File: config.mk
export PLATFORM = sky130hd
export DESIGN_NAME = pipeline_hazard_ctrl_flat
export DESIGN_NICKNAME = d
export VERILOG_FILES = /design/src/rtl/pipeline_hazard_ctrl_if.sv /design/src/rtl/pipeline_hazard_ctrl.sv /design/src/flat_wrapper.sv
export SDC_FILE = /design/constraint.sdc
export NUM_CORES = 1
export LEC_CHECK = 0
export CORE_MARGIN = 1
export CORE_UTILIZATION = 44
export CTS_CLUSTER_SIZE = 20
export DETAILED_ROUTE_END_ITERATION = 6
export GPL_ROUTABILITY_DRIVEN = 1
export PLACE_DENSITY = 0.85
export SYNTH_ARGS = -nofsm -noshare
export SYNTH_HDL_FRONTEND = slang
export SYNTH_SLANG_ARGS = --single-unit
File: constraint.sdc
create_clock -name CLK -period 3.25 [get_ports CLK]
set_input_delay 0.65 -clock CLK [delete_from_list [all_inputs] [get_ports CLK]]
set_output_delay 0.65 -clock CLK [all_outputs]
set_load 0.01 [all_outputs]
File: src/rtl/pipeline_hazard_ctrl_if.sv
// rtl/pipeline_hazard_ctrl_if.sv - hazard controller signal bundle; PIPE_CTRL_PERF_EN adds perf counters
interface pipeline_hazard_ctrl_if #(
  parameter int REG_ADDR_W = 5
);
  logic [REG_ADDR_W-1:0] rs1_id, rs2_id;
  logic                  use_rs1_id, use_rs2_id;
  logic                  valid_id, halt_id;
  logic                  valid_ex, RWrEn_ex, is_load_ex;
  logic [REG_ADDR_W-1:0] Rdst_ex;
  logic                  take_branch_ex;
  logic                  valid_mem, RWrEn_mem;
  logic [REG_ADDR_W-1:0] Rdst_mem;
  logic                  valid_wb, RWrEn_wb, halt_wb;
  logic [REG_ADDR_W-1:0] Rdst_wb;
  logic                  mem_busy;

  logic                  pc_wen;
  logic                  wen_if_id, wen_id_ex, wen_ex_mem, wen_mem_wb;
  logic                  kill_if, kill_id;
  logic [1:0]            fwd_a, fwd_b;
  logic                  mem_timeout;
  logic                  halted;
`ifdef PIPE_CTRL_PERF_EN
  logic [31:0]           stall_cycles;
  logic [31:0]           flush_count;
`endif

  modport master (
    output rs1_id, rs2_id, use_rs1_id, use_rs2_id, valid_id, halt_id,
           valid_ex, RWrEn_ex, is_load_ex, Rdst_ex, take_branch_ex,
           valid_mem, RWrEn_mem, Rdst_mem, valid_wb, RWrEn_wb, halt_wb, Rdst_wb,
           mem_busy,
    input  pc_wen, wen_if_id, wen_id_ex, wen_ex_mem, wen_mem_wb,
           kill_if, kill_id, fwd_a, fwd_b, mem_timeout, halted
`ifdef PIPE_CTRL_PERF_EN
           , stall_cycles, flush_count
`endif
  );

  modport slave (
    input  rs1_id, rs2_id, use_rs1_id, use_rs2_id, valid_id, halt_id,
           valid_ex, RWrEn_ex, is_load_ex, Rdst_ex, take_branch_ex,
           valid_mem, RWrEn_mem, Rdst_mem, valid_wb, RWrEn_wb, halt_wb, Rdst_wb,
           mem_busy,
    output pc_wen, wen_if_id, wen_id_ex, wen_ex_mem, wen_mem_wb,
           kill_if, kill_id, fwd_a, fwd_b, mem_timeout, halted
`ifdef PIPE_CTRL_PERF_EN
           , stall_cycles, flush_count
`endif
  );
endinterface

File: src/rtl/pipeline_hazard_ctrl.sv
// rtl/pipeline_hazard_ctrl.sv - 5-stage pipeline hazard/halt controller; PIPE_CTRL_PERF_EN adds stall/flush counters
module pipeline_hazard_ctrl #(
  parameter int REG_ADDR_W  = 5,
  parameter int MEM_TIMEOUT = 255
) (
  input  logic                 CLK,
  input  logic                 RST,
  pipeline_hazard_ctrl_if.slave hz
);
  localparam int CNT_W = $clog2(MEM_TIMEOUT + 1);
  localparam logic [CNT_W-1:0] CNT_MAX = CNT_W'(MEM_TIMEOUT);

  typedef enum logic [1:0] {ST_RUN, ST_DRAIN, ST_HALTED} state_e;

  state_e           state_q, state_d;
  logic [CNT_W-1:0] busy_cnt_q, busy_cnt_d;
  logic             mem_timeout_q, mem_timeout_d;
  logic             load_use;
  logic             flush_evt, stall_evt;

  function automatic logic [1:0] fwd_sel(
    input logic [REG_ADDR_W-1:0] rs,
    input logic                  use_rs,
    input logic                  mem_wr,
    input logic [REG_ADDR_W-1:0] mem_dst,
    input logic                  wb_wr,
    input logic [REG_ADDR_W-1:0] wb_dst
  );
    if (use_rs && (rs != '0) && mem_wr && (mem_dst == rs)) return 2'b01;
    if (use_rs && (rs != '0) && wb_wr && (wb_dst == rs))   return 2'b10;
    return 2'b00;
  endfunction

  assign load_use = hz.valid_ex && hz.is_load_ex && hz.RWrEn_ex && (hz.Rdst_ex != '0) &&
                    ((hz.use_rs1_id && (hz.rs1_id == hz.Rdst_ex)) ||
                     (hz.use_rs2_id && (hz.rs2_id == hz.Rdst_ex)));

  always_comb begin
    state_d = state_q;
    case (state_q)
      ST_RUN:   if (hz.halt_id && hz.valid_id && !hz.take_branch_ex && !hz.mem_busy)
                  state_d = ST_DRAIN;
      ST_DRAIN: if (hz.halt_wb) state_d = ST_HALTED;
      default:  state_d = ST_HALTED;
    endcase
  end

  // Counter saturates at the threshold; the sticky flag sets on the edge it gets there.
  always_comb begin
    busy_cnt_d = '0;
    if (hz.mem_busy) busy_cnt_d = (busy_cnt_q == CNT_MAX) ? busy_cnt_q : busy_cnt_q + 1'b1;
    mem_timeout_d = mem_timeout_q || (busy_cnt_d == CNT_MAX);
  end

  always_ff @(negedge CLK or negedge RST) begin
    if (!RST) begin
      state_q       <= ST_RUN;
      busy_cnt_q    <= '0;
      mem_timeout_q <= 1'b0;
    end else begin
      state_q       <= state_d;
      busy_cnt_q    <= busy_cnt_d;
      mem_timeout_q <= mem_timeout_d;
    end
  end

  // Outputs are gated by RST directly so they are forced while reset is held, independent of inputs.
  always_comb begin
    hz.pc_wen     = 1'b1;
    hz.wen_if_id  = 1'b0;
    hz.wen_id_ex  = 1'b0;
    hz.wen_ex_mem = 1'b0;
    hz.wen_mem_wb = 1'b0;
    hz.kill_if    = 1'b0;
    hz.kill_id    = 1'b0;
    hz.halted     = 1'b0;
    hz.fwd_a      = 2'b00;
    hz.fwd_b      = 2'b00;
    flush_evt     = 1'b0;
    stall_evt     = 1'b0;
    if (RST) begin
      hz.fwd_a = fwd_sel(hz.rs1_id, hz.use_rs1_id, hz.valid_mem && hz.RWrEn_mem, hz.Rdst_mem,
                         hz.valid_wb && hz.RWrEn_wb, hz.Rdst_wb);
      hz.fwd_b = fwd_sel(hz.rs2_id, hz.use_rs2_id, hz.valid_mem && hz.RWrEn_mem, hz.Rdst_mem,
                         hz.valid_wb && hz.RWrEn_wb, hz.Rdst_wb);
      if (state_q == ST_HALTED) begin
        hz.pc_wen     = 1'b0;
        hz.wen_if_id  = 1'b1;
        hz.wen_id_ex  = 1'b1;
        hz.wen_ex_mem = 1'b1;
        hz.wen_mem_wb = 1'b1;
        hz.halted     = 1'b1;
      end else begin
        if (hz.mem_busy) begin
          hz.pc_wen     = 1'b0;
          hz.wen_if_id  = 1'b1;
          hz.wen_id_ex  = 1'b1;
          hz.wen_ex_mem = 1'b1;
          hz.wen_mem_wb = 1'b1;
        end else if (hz.take_branch_ex) begin
          hz.kill_if = 1'b1;
          hz.kill_id = 1'b1;
          flush_evt  = 1'b1;
        end else if (load_use) begin
          hz.pc_wen    = 1'b0;
          hz.wen_if_id = 1'b1;
          hz.kill_id   = 1'b1;
        end
        // Draining: fetch stops and IF keeps injecting bubbles while older work retires.
        if (state_q == ST_DRAIN) begin
          hz.pc_wen  = 1'b0;
          hz.kill_if = 1'b1;
        end
        stall_evt = !hz.pc_wen;
      end
    end
  end

  assign hz.mem_timeout = mem_timeout_q;

`ifdef PIPE_CTRL_PERF_EN
  logic [31:0] stall_cycles_q, flush_count_q;

  always_ff @(negedge CLK or negedge RST) begin
    if (!RST) begin
      stall_cycles_q <= '0;
      flush_count_q  <= '0;
    end else begin
      if (stall_evt && (stall_cycles_q != '1)) stall_cycles_q <= stall_cycles_q + 32'd1;
      if (flush_evt && (flush_count_q != '1))  flush_count_q  <= flush_count_q + 32'd1;
    end
  end

  assign hz.stall_cycles = stall_cycles_q;
  assign hz.flush_count  = flush_count_q;
`else
  logic unused_perf;
  assign unused_perf = stall_evt ^ flush_evt;
`endif
endmodule

File: src/flat_wrapper.sv
// flat-port wrapper written by rule: the top's interface ports become plain ports
module pipeline_hazard_ctrl_flat 
#(
  parameter int REG_ADDR_W  = 5,
  parameter int MEM_TIMEOUT = 255
)
  (CLK, RST, hz_rs1_id, hz_rs2_id, hz_use_rs1_id, hz_use_rs2_id, hz_valid_id, hz_halt_id, hz_valid_ex, hz_RWrEn_ex, hz_is_load_ex, hz_Rdst_ex, hz_take_branch_ex, hz_valid_mem, hz_RWrEn_mem, hz_Rdst_mem, hz_valid_wb, hz_RWrEn_wb, hz_halt_wb, hz_Rdst_wb, hz_mem_busy, hz_pc_wen, hz_wen_if_id, hz_wen_id_ex, hz_wen_ex_mem, hz_wen_mem_wb, hz_kill_if, hz_kill_id, hz_fwd_a, hz_fwd_b, hz_mem_timeout, hz_halted);
  pipeline_hazard_ctrl_if #(.REG_ADDR_W(REG_ADDR_W)) hz_i ();
  input  logic CLK;
  input  logic RST;
  input wire logic [$bits(hz_i.rs1_id)-1:0] hz_rs1_id;
  input wire logic [$bits(hz_i.rs2_id)-1:0] hz_rs2_id;
  input wire logic [$bits(hz_i.use_rs1_id)-1:0] hz_use_rs1_id;
  input wire logic [$bits(hz_i.use_rs2_id)-1:0] hz_use_rs2_id;
  input wire logic [$bits(hz_i.valid_id)-1:0] hz_valid_id;
  input wire logic [$bits(hz_i.halt_id)-1:0] hz_halt_id;
  input wire logic [$bits(hz_i.valid_ex)-1:0] hz_valid_ex;
  input wire logic [$bits(hz_i.RWrEn_ex)-1:0] hz_RWrEn_ex;
  input wire logic [$bits(hz_i.is_load_ex)-1:0] hz_is_load_ex;
  input wire logic [$bits(hz_i.Rdst_ex)-1:0] hz_Rdst_ex;
  input wire logic [$bits(hz_i.take_branch_ex)-1:0] hz_take_branch_ex;
  input wire logic [$bits(hz_i.valid_mem)-1:0] hz_valid_mem;
  input wire logic [$bits(hz_i.RWrEn_mem)-1:0] hz_RWrEn_mem;
  input wire logic [$bits(hz_i.Rdst_mem)-1:0] hz_Rdst_mem;
  input wire logic [$bits(hz_i.valid_wb)-1:0] hz_valid_wb;
  input wire logic [$bits(hz_i.RWrEn_wb)-1:0] hz_RWrEn_wb;
  input wire logic [$bits(hz_i.halt_wb)-1:0] hz_halt_wb;
  input wire logic [$bits(hz_i.Rdst_wb)-1:0] hz_Rdst_wb;
  input wire logic [$bits(hz_i.mem_busy)-1:0] hz_mem_busy;
  output wire logic [$bits(hz_i.pc_wen)-1:0] hz_pc_wen;
  output wire logic [$bits(hz_i.wen_if_id)-1:0] hz_wen_if_id;
  output wire logic [$bits(hz_i.wen_id_ex)-1:0] hz_wen_id_ex;
  output wire logic [$bits(hz_i.wen_ex_mem)-1:0] hz_wen_ex_mem;
  output wire logic [$bits(hz_i.wen_mem_wb)-1:0] hz_wen_mem_wb;
  output wire logic [$bits(hz_i.kill_if)-1:0] hz_kill_if;
  output wire logic [$bits(hz_i.kill_id)-1:0] hz_kill_id;
  output wire logic [$bits(hz_i.fwd_a)-1:0] hz_fwd_a;
  output wire logic [$bits(hz_i.fwd_b)-1:0] hz_fwd_b;
  output wire logic [$bits(hz_i.mem_timeout)-1:0] hz_mem_timeout;
  output wire logic [$bits(hz_i.halted)-1:0] hz_halted;
  assign hz_i.rs1_id = hz_rs1_id;
  assign hz_i.rs2_id = hz_rs2_id;
  assign hz_i.use_rs1_id = hz_use_rs1_id;
  assign hz_i.use_rs2_id = hz_use_rs2_id;
  assign hz_i.valid_id = hz_valid_id;
  assign hz_i.halt_id = hz_halt_id;
  assign hz_i.valid_ex = hz_valid_ex;
  assign hz_i.RWrEn_ex = hz_RWrEn_ex;
  assign hz_i.is_load_ex = hz_is_load_ex;
  assign hz_i.Rdst_ex = hz_Rdst_ex;
  assign hz_i.take_branch_ex = hz_take_branch_ex;
  assign hz_i.valid_mem = hz_valid_mem;
  assign hz_i.RWrEn_mem = hz_RWrEn_mem;
  assign hz_i.Rdst_mem = hz_Rdst_mem;
  assign hz_i.valid_wb = hz_valid_wb;
  assign hz_i.RWrEn_wb = hz_RWrEn_wb;
  assign hz_i.halt_wb = hz_halt_wb;
  assign hz_i.Rdst_wb = hz_Rdst_wb;
  assign hz_i.mem_busy = hz_mem_busy;
  assign hz_pc_wen = hz_i.pc_wen;
  assign hz_wen_if_id = hz_i.wen_if_id;
  assign hz_wen_id_ex = hz_i.wen_id_ex;
  assign hz_wen_ex_mem = hz_i.wen_ex_mem;
  assign hz_wen_mem_wb = hz_i.wen_mem_wb;
  assign hz_kill_if = hz_i.kill_if;
  assign hz_kill_id = hz_i.kill_id;
  assign hz_fwd_a = hz_i.fwd_a;
  assign hz_fwd_b = hz_i.fwd_b;
  assign hz_mem_timeout = hz_i.mem_timeout;
  assign hz_halted = hz_i.halted;
  pipeline_hazard_ctrl #(.REG_ADDR_W(REG_ADDR_W), .MEM_TIMEOUT(MEM_TIMEOUT)) u_core (.CLK(CLK), .RST(RST), .hz(hz_i));
endmodule
# Yosys cells after proc, flatten, opt, wreduce, memory -nomap -nowiden
# Cells that the tools add are included.
word_totals:
  reg_bits: 11
  input_bits: 41
  out_inout_bits: 13
  wordCells: 96
op_classes:
  n_addsub: 1
  n_eq_ne: 12
  mux: 50
  reduce_logical: 30
ops:
  columns: ["op", "count"]
  rows:
  - ["$mux W1", 35]
  - ["$eq A5 B5 Y1", 6]
  - ["$mux W2", 12]
  - ["$logic_and A1 B1 Y1", 21]
  - ["$eq A8 B8 Y1 const B", 2]
  - ["$mux W8", 2]
  - ["$reduce_bool A5 Y1", 3]
  - ["$add A8 B1 Y8 const B", 1]
  - ["$pmux W2 S2", 1]
  - ["$eq A2 B1 Y1 const B", 1]
  - ["$eq A2 B2 Y1 const B", 1]
  - ["$logic_not A1 Y1", 2]
  - ["$logic_not A2 Y1", 1]
  - ["$logic_or A1 B1 Y1", 2]
  - ["$ne A2 B1 Y1 const B", 1]
  - ["$ne A2 B2 Y1 const B", 1]
  - ["$reduce_and A2 Y1", 1]

# Depth between registers and ports, before layout
depth:
  depth_word: 11
  mapped_depth: 6
  ltp_nobuf: 5

==> qor.yml <==
status: "complete, but fails checks"
violations: "setup timing"
cp_max_fo: 3
worst_setup_path_start_kind: "flop"
grt_first_pass_wirelength_um: 5595
dieArea_um2: 2833
totalPowerFinal_w: 0.0003984
synth_ff_type: "dfrtn_1"
cts-root-buf: "clkbuf_4"
layout-drive-gt1-share_pct: 23.98
required_ns: 2.60
cts_max_level: 1
worst_slew_pin_slew_ns: 0.3130
syn_to_final_growth_pct: 70.31
synth.ff_latch_count: 11
power_density_nw_per_um2: 202.6
worstSetupPathType: "flop to output port"
async_reset_ff_share_pct: 100.0
boundaryPins: 54
setup_viol: 8
netlist_area_um2: 1155
nets: 264
hold_ws_ns: 0.4190
crit_chain: "inv_2 -> a21oi_4 -> buf_4 -> nor2b_4 -> o21bai_1 -> buf_2"
irDropWorstVdd_mv: 0.2946
clock_sinks: 11
die_y_um: 53.23
syn_nets: 186
p_leak_nw: 0.8147
met2_length_um: 1901
hold_path.class: "flop to flop"
postRouteWirelength_um: 3864
setup_ws_ns: -0.4474
antennaDiodeCount: 0
highest_layer: "met4"
antenna_found_initial: 0
final.setup_skew_ns: 0.002053
slew_violations: 0
slowest_delay_ns: 0.45
rsz0062_at_grt: "true"
hold_buffers: 0
die_w_um: 53.23
worstPathArrival_ns: 3.05
finalHoldViolCount: 0
clock_latency_ns: 0.27
core_area_um2: 2477
critPathCaptureType: "output port"
viasPerCell: 5.701
drc: 0
track_usage_pct: 26.90
mostFrequentLayoutCells: "40 x clkdlybuf4s50_1, 23 x buf_4, 16 x xor2_1, 15 x xnor2_1, 11 x dfrtn_1"
final_common_cell: "clkdlybuf4s50_1"
clockBufferDepth: 2
yosysWarningCount: 0
wl_met3_um: 318
syn-instance-count: 144
cts-buffers-inserted: 3
cts_tree: "yes"
drt_iter0_drc: 35
start_util_pct: 46.62
ant_nets: 0
gp_congestion: 0.9030
dp_hpwl_um: 2958
numPortBuffers: 53
cp_slowest_cell: "dfrtn_1"
grt_max_degree: 21
yosysSeqAreaShare_pct: 23.84
syn_area_per_cell_um2: 8.020
wl_met1_um: 1516
max-cap-violations: 0
overflow: 0
slew_headroom_pct: 79.13
grt_pass1_vias: 1386
first_pass_iters: 4
route.vias.total: 1431
clkTransAtPathRegs_ns: 0.05
synth_edf_count: 0
ys_types: 41
rows: 18
wl_per_cell_um: 15.39
==> path summary, 6_finish.rpt <==
kind,from,to,slack [ns],cells past startpoint
min in group asynchronous,RST,u_core.busy_cnt_q[3]$_DFF_NN0_,2.25,2
worst min register to register,u_core.hz.mem_timeout$_DFF_NN0_,u_core.hz.mem_timeout$_DFF_NN0_,0.42,1
worst max-delay path,u_core.state_q[0]$_DFFE_NN0P_,hz_wen_if_id,-0.45,6
max in group asynchronous,RST,u_core.busy_cnt_q[7]$_DFF_NN0_,0.77,2
worst max register to register,u_core.busy_cnt_q[0]$_DFF_NN0_,u_core.busy_cnt_q[0]$_DFF_NN0_,1.42,5
worst min-delay path,u_core.hz.mem_timeout$_DFF_NN0_,u_core.hz.mem_timeout$_DFF_NN0_,0.42,1
==> layer usage <==
layer / vias to the layer above / global-route usage (%)
li1: 677 / -
met5: - / 0
met4: 0 / 13.60
met3: 18 / 3.161
met2: 83 / 49.79
met1: 653 / 29.42
==> worst max-delay path, delay by kind of cell (launching register included) <==
| kind | cells | cell delay, ns |
|---|---|---|
| flops | 1 | 0.45 |
| buf+inv | 3 | 0.37 |
| compound gates | 2 | 0.29 |
| simple gates | 1 | 0.04 |
==> sequential cells by signal (all words and copies together) (netlist names) <==
name / count
u_core.state_q: 2
u_core.hz.mem_timeout: 1
u_core.busy_cnt_q: 8
==> through the flow <==
stage	util, %	setup WS [ns]	cell area, um^2	TNS, ns	cells
2_1_floorplan	-	-0.01710	1169	-0.01710	144
3_3_place_gp	75.40	-0.4398	1868	-3.365	243
3_5_place_dp	75.40	-0.5045	1868	-3.853	243
4_1_cts	77.32	-0.3990	1916	-2.704	250
5_1_grt	79.39	-0.4878	1967	-3.491	251
6_report	79.39	-0.4474	1967	-3.121	251
==> synthesized netlist by cell type, types with 4 or more instances <==
cell     instances  area, um^2
nand4_1          5       31.28
xor2_1          17       148.9
nor3_1           4       20.02
o21ai_0          7       35.03
nand3_1          9       45.04
and2_1           5       31.28
nand2_1          8       30.03
nor2_1           4       15.01
inv_1            6       22.52
xnor2_1         15       131.4
a21oi_1          5       25.02
dfrtn_1         11       275.3
nor4_1           7       43.79
==> area by class of cell <==
cell class	count	area, um^2
well taps	30	37.54
multi-input cells	121	885.9
inverters	6	22.52
repair buffers	79	719.4
flip-flops and latches	11	275.3
fillers	142	510.5
clock buffers	4	26.28
==> power by group <==
part,switching [W],total (W),internal (W)
clock network,0.0000438,0.0000913,0.0000475
registers,0.00000511,0.000146,0.000141
logic,0.0000677,0.000161,0.0000935
total,0.000117,0.000398,0.000282
==> kinds of logic (layout without fill, tap and decap cells) <==
group	Yosys count	in the layout	share of synthesized area (%)
compound gates	28	28	15.49
xor+xnor	32	32	24.27
fa+ha+maj	2	2	1.950
buf+inv	12	89	4.874
flops	11	11	23.83
simple gates	59	59	29.58
==> what timing repair did <==
item,in CTS,in global routing
setup buffers,3,1
pin swaps,5,6
gates resized for setup,46,10
setup endpoints to repair,13,11
cloned,0,0
No activity file was read; power rests on OpenSTA's default activity.
